**src/rtl/bt_fan_cmd_parser.sv**
```systemverilog
// Parses '<' CMD ARG '>' ASCII frames from the Bluetooth UART receiver and
// drives the fan speed, light and timer-preset registers.
module bt_fan_cmd_parser #(
  parameter int TIMEOUT_CYC = 1250000
) (
  input  logic       clk,
  input  logic       reset_n,
  input  logic [7:0] rx_data,
  input  logic       rx_valid,
  output logic [1:0] fan_speed,
  output logic       light_on,
  output logic [3:0] timer_val,
  output logic       timer_load,
  output logic       cmd_ok,
  output logic       cmd_err,
  output logic       busy
);

  localparam logic [1:0] IDLE    = 2'd0;
  localparam logic [1:0] GET_CMD = 2'd1;
  localparam logic [1:0] GET_ARG = 2'd2;
  localparam logic [1:0] GET_END = 2'd3;

  localparam logic [1:0] CMD_S = 2'd0;
  localparam logic [1:0] CMD_L = 2'd1;
  localparam logic [1:0] CMD_T = 2'd2;

  localparam logic [7:0] CH_OPEN  = 8'h3C;
  localparam logic [7:0] CH_CLOSE = 8'h3E;

  // The timeout fires on the idle cycle whose increment would reach TIMEOUT_CYC-1.
  localparam int            CW      = (TIMEOUT_CYC > 2) ? $clog2(TIMEOUT_CYC) : 1;
  localparam logic [CW-1:0] TO_LAST = CW'(TIMEOUT_CYC - 2);

  logic [1:0]    state_q, state_d;
  logic [1:0]    cmd_q, cmd_d;
  logic [3:0]    arg_q, arg_d;
  logic [CW-1:0] cnt_q, cnt_d;
  logic [1:0]    fan_q, fan_d;
  logic          light_q, light_d;
  logic [3:0]    timer_q, timer_d;
  logic          load_q, load_d;
  logic          ok_q, ok_d;
  logic          err_q, err_d;

  logic       is_digit;
  logic [3:0] digit_val;
  logic       arg_in_range;

  always_comb begin
    is_digit  = (rx_data >= 8'h30) && (rx_data <= 8'h39);
    digit_val = rx_data[3:0];
    case (cmd_q)
      CMD_S:   arg_in_range = is_digit && (digit_val <= 4'd3);
      CMD_L:   arg_in_range = is_digit && (digit_val <= 4'd1);
      CMD_T:   arg_in_range = is_digit;
      default: arg_in_range = 1'b0;
    endcase
  end

  always_comb begin
    state_d = state_q;
    cmd_d   = cmd_q;
    arg_d   = arg_q;
    cnt_d   = cnt_q;
    fan_d   = fan_q;
    light_d = light_q;
    timer_d = timer_q;
    load_d  = 1'b0;
    ok_d    = 1'b0;
    err_d   = 1'b0;

    if (rx_valid) begin
      cnt_d = '0;
      case (state_q)
        IDLE: begin
          if (rx_data == CH_OPEN) state_d = GET_CMD;
        end
        GET_CMD: begin
          if (rx_data == 8'h53) begin
            cmd_d   = CMD_S;
            state_d = GET_ARG;
          end else if (rx_data == 8'h4C) begin
            cmd_d   = CMD_L;
            state_d = GET_ARG;
          end else if (rx_data == 8'h54) begin
            cmd_d   = CMD_T;
            state_d = GET_ARG;
          end else if (rx_data != CH_OPEN) begin
            err_d   = 1'b1;
            state_d = IDLE;
          end
        end
        GET_ARG: begin
          if (arg_in_range) begin
            arg_d   = digit_val;
            state_d = GET_END;
          end else begin
            err_d   = 1'b1;
            state_d = (rx_data == CH_OPEN) ? GET_CMD : IDLE;
          end
        end
        default: begin
          if (rx_data == CH_CLOSE) begin
            ok_d    = 1'b1;
            state_d = IDLE;
            case (cmd_q)
              CMD_S:   fan_d   = arg_q[1:0];
              CMD_L:   light_d = arg_q[0];
              default: begin
                timer_d = arg_q;
                load_d  = 1'b1;
              end
            endcase
          end else begin
            err_d   = 1'b1;
            state_d = (rx_data == CH_OPEN) ? GET_CMD : IDLE;
          end
        end
      endcase
    end else if (state_q == IDLE) begin
      cnt_d = '0;
    end else if (cnt_q == TO_LAST) begin
      err_d   = 1'b1;
      state_d = IDLE;
      cnt_d   = '0;
    end else begin
      cnt_d = cnt_q + CW'(1);
    end
  end

  always_ff @(posedge clk or negedge reset_n) begin
    if (!reset_n) begin
      state_q <= IDLE;
      cmd_q   <= CMD_S;
      arg_q   <= '0;
      cnt_q   <= '0;
      fan_q   <= '0;
      light_q <= 1'b0;
      timer_q <= '0;
      load_q  <= 1'b0;
      ok_q    <= 1'b0;
      err_q   <= 1'b0;
    end else begin
      state_q <= state_d;
      cmd_q   <= cmd_d;
      arg_q   <= arg_d;
      cnt_q   <= cnt_d;
      fan_q   <= fan_d;
      light_q <= light_d;
      timer_q <= timer_d;
      load_q  <= load_d;
      ok_q    <= ok_d;
      err_q   <= err_d;
    end
  end

  assign fan_speed  = fan_q;
  assign light_on   = light_q;
  assign timer_val  = timer_q;
  assign timer_load = load_q;
  assign cmd_ok     = ok_q;
  assign cmd_err    = err_q;
  assign busy       = (state_q != IDLE);

endmodule

```
**config.mk**
```make
export PLATFORM = sky130hd
export DESIGN_NAME = bt_fan_cmd_parser
export DESIGN_NICKNAME = d
export VERILOG_FILES = /design/src/rtl/bt_fan_cmd_parser.sv
export SDC_FILE = /design/constraint.sdc
export NUM_CORES = 1
export LEC_CHECK = 0
export ABC_AREA = 1
export BUFFER_PORTS_ARGS = -buffer_cell sky130_fd_sc_hd__buf_2
export CAP_MARGIN = 15
export CORE_ASPECT_RATIO = 1.75
export CORE_MARGIN = 3
export CORE_UTILIZATION = 60
export DETAILED_ROUTE_END_ITERATION = 8
export HOLD_SLACK_MARGIN = 0.02
export MAX_ROUTING_LAYER = met4
export PLACE_DENSITY = 0.81
export SLEW_MARGIN = 20
export SYNTH_ARGS = -nofsm -noshare
export SYNTH_HDL_FRONTEND = slang
export SYNTH_SLANG_ARGS = --single-unit
```
**constraint.sdc**
```tcl
create_clock -name clk -period 2.15 [get_ports clk]
set_input_delay 0.3225 -clock clk [delete_from_list [all_inputs] [get_ports clk]]
set_output_delay 0.3225 -clock clk [all_outputs]
set_load 0.02 [all_outputs]
```
==> impl_metrics.env <==
export IMPL_htree_levels=2
export IMPL_final_nets=343
export IMPL_maxCapViolCount=0
export IMPL_status="complete, no violations"
export IMPL_fin_tns_setup_ns=0
export IMPL_final_util_pct=69.8
export IMPL_cts_resized=0
export IMPL_port_buffers=21
export IMPL_core_area_um2=3660
export IMPL_place_congestion=0.928
export IMPL_via_per_inst=5.25
export IMPL_min_period_over_period_pct=77.4
export IMPL_gr_total_overflow=0
export IMPL_via_count=1978
export IMPL_clock_sinks=39
export IMPL_leakage_nw=1.26
export IMPL_clk_path_buf_depth=2
export IMPL_yosysWarningCount=0
export IMPL_skew_ns=0.00636
export IMPL_synth_cell_types=26
export IMPL_grt_pass1_wl_um=8620
export IMPL_cts_root_buf="clkbuf_8"
export IMPL_slew_viol_final=0
export IMPL_worstPathRequired_ns=2.37
export IMPL_clkTransAtPathRegs_ns=0.08
export IMPL_p_per_area_nw_per_um2=667
export IMPL_n_antenna_cell=0
export IMPL_min_path_type="input pin to asynchronous set/reset pin"
export IMPL_wire_per_inst_um=13.1
export IMPL_rr_worst_depth=9
export IMPL_syn_area_um2=2290
export IMPL_vdd_drop_max_uv=533
export IMPL_avgSynthCellArea_um2=7.57
export IMPL_hold_viol=0
export IMPL_cp_end_kind="flip-flop"
export IMPL_finalSetupViolCount=0
export IMPL_fill_cells=315
export IMPL_grt_max_degree=40
export IMPL_tritoncts="yes"
export IMPL_area_growth_pct=11.5
export IMPL_cts_made_buffers=5
export IMPL_crit_path_max_fanout=14
export IMPL_r2r_start="cnt_q[0]"
export IMPL_r2r_end="cnt_q[15]"
export IMPL_dp_hpwl_um=3770
export IMPL_async_reset_ff_share_pct=100
export IMPL_fmax_mhz=601
export IMPL_grt_total_usage_pct=25.9
export IMPL_synth_edf_count=0
export IMPL_die_w_um=52.7
export IMPL_reg2reg_slack_ns=0.49
export IMPL_drcViolationCount=0
export IMPL_firstDrtPassIters=4
export IMPL_ys_seq_elements=39
export IMPL_critPathKind="flip-flop to flip-flop"
export IMPL_synthesis_instances=303
export IMPL_ys_flop_type="dfrtp_1"
export IMPL_crit_arrival_ns=1.89
export IMPL_synth_net_count=316
export IMPL_min_period_ns=1.66
export IMPL_cts_setup_buffers=0
export IMPL_die_area_um2=4630
export IMPL_rsz0062_at_grt="false"
export IMPL_worst_pin_slew_ns=0.863
export IMPL_routed_wl_um=4930
export IMPL_slew_headroom_pct=42.5
export IMPL_fp_row_count=29
export IMPL_start_kind="flip-flop"
export IMPL_p_total_w=0.00171
export IMPL_ioPinCount=22
export IMPL_final_cell_mix="84 x nand2_1, 60 x nor2_1, 39 x dfrtp_1, 28 x inv_1, 21 x buf_2"
export IMPL_die_y_um=87.8
export IMPL_initial_core_util_pct=62.5
export IMPL_cts_hold_buffers_added=0
export IMPL_grt_pass1_vias=2060
export IMPL_antenna_found_initial=0
export IMPL_insertion_delay_ns=0.29
export IMPL_layout_drive_gt1_share_pct=20.8
export IMPL_yosysSeqAreaShare_pct=42.6
export IMPL_drt_iter0_drc=66
export IMPL_antenna_left=0
export IMPL_final_common_cell="nand2_1"
cell usage after synthesis, types with 4 or more instances:
| cell type | count | area share (%) |
|---|---|---|
| nand2_1 | 84 | 14 |
| nor2_1 | 60 | 9.8 |
| dfrtp_1 | 39 | 43 |
| inv_1 | 28 | 4.6 |
| nand3_1 | 14 | 3.1 |
| inv_2 | 9 | 1.5 |
| nor2_4 | 9 | 4.4 |
| o21ai_1 | 9 | 2.0 |
| nand3_2 | 8 | 3.5 |
| nand2_2 | 5 | 1.4 |
| xor2_1 | 5 | 1.9 |
| a21oi_1 | 4 | 0.87 |
| nand4_1 | 4 | 1.1 |
| nor3_1 | 4 | 0.87 |
| xnor2_1 | 4 | 1.5 |
critical path, stage by stage (launching register included):
cell and delay [ns]:
dfrtp_1 0.43, inv_1 0.06, ha_1 0.19, nand3_1 0.08
nor2_1 0.05, nand3_1 0.11, nand3_2 0.27, inv_2 0.22
nand2_1 0.08, nor2_1 0.11
layout make-up:
cell class	count	area [um^2]	share of cell area [%]
clock inverters	3	43.8	1.71
multi-input cells	226	1170	45.6
well taps	46	57.6	2.25
clock buffers	5	68.8	2.69
repair buffers	21	105	4.11
flip-flops and latches	39	976	38.2
inverters	37	139	5.43
layer usage:
metal,track usage (%),vias to the layer above,part of all wire (%)
li1,-,993,-
met1,23.5,918,36
met2,49.9,51,58
met3,3.41,16,2.8
met4,12.1,0,2.9
met5,-,-,0
registers in the layout, indices dropped and copies added (netlist names):
signal      count
arg_q           4
cmd_ok          1
timer_load      1
state_q         2
cmd_err         1
timer_val       4
fan_speed       2
cnt_q          21
cmd_q           2
light_on        1
stage by stage:
| stage | std cells | instance area [um^2] | hold WS, ns | setup slack (ns) |
|---|---|---|---|---|
| after detailed placement | 369 | 2440 | 0.454 | 0.518 |
| after CTS | 377 | 2560 | 0.163 | 0.491 |
| after global routing | 377 | 2560 | 0.197 | 0.280 |
| final | 377 | 2560 | 0.138 | 0.487 |
| after floorplan | 303 | 2290 | 0.0269 | 0.798 |
| after global placement | 369 | 2440 | 0.452 | 0.595 |
how the worst max path moves through the flow:
stage,from,to,slack [ns],depth (start not counted)
global route,cnt_q[0],cnt_q[15],0.28,9
finish,cnt_q[0],cnt_q[15],0.49,9
CTS,cnt_q[0],cnt_q[15],0.49,9
detailed placement,cnt_q[0],cnt_q[13],0.52,9
global placement,cnt_q[0],cnt_q[12],0.60,9
floorplan,cnt_q[0],cnt_q[10],0.80,8
power breakdown:
| group | internal, W | total (W) | leakage (nW) | switching (W) |
|---|---|---|---|---|
| clock | 0.000346 | 0.000622 | 0.0581 | 0.000276 |
| sequential | 0.000762 | 0.000800 | 0.526 | 0.0000385 |
| combinational | 0.0000832 | 0.000283 | 0.678 | 0.000200 |
logic make-up (layout without fill, tap and decap cells):
group / count (synthesis) / in the layout / share of synthesized area (%)
and+or+nand+nor: 199 / 199 / 42.7
buffers and inverters: 38 / 66 / 6.55
DFF: 39 / 39 / 42.6
xor gates and xnor gates: 9 / 9 / 3.44
AOI/OAI and AO/OA: 16 / 16 / 3.60
adders and majority gates: 2 / 2 / 1.09
(Power assumes the default switching activity.)
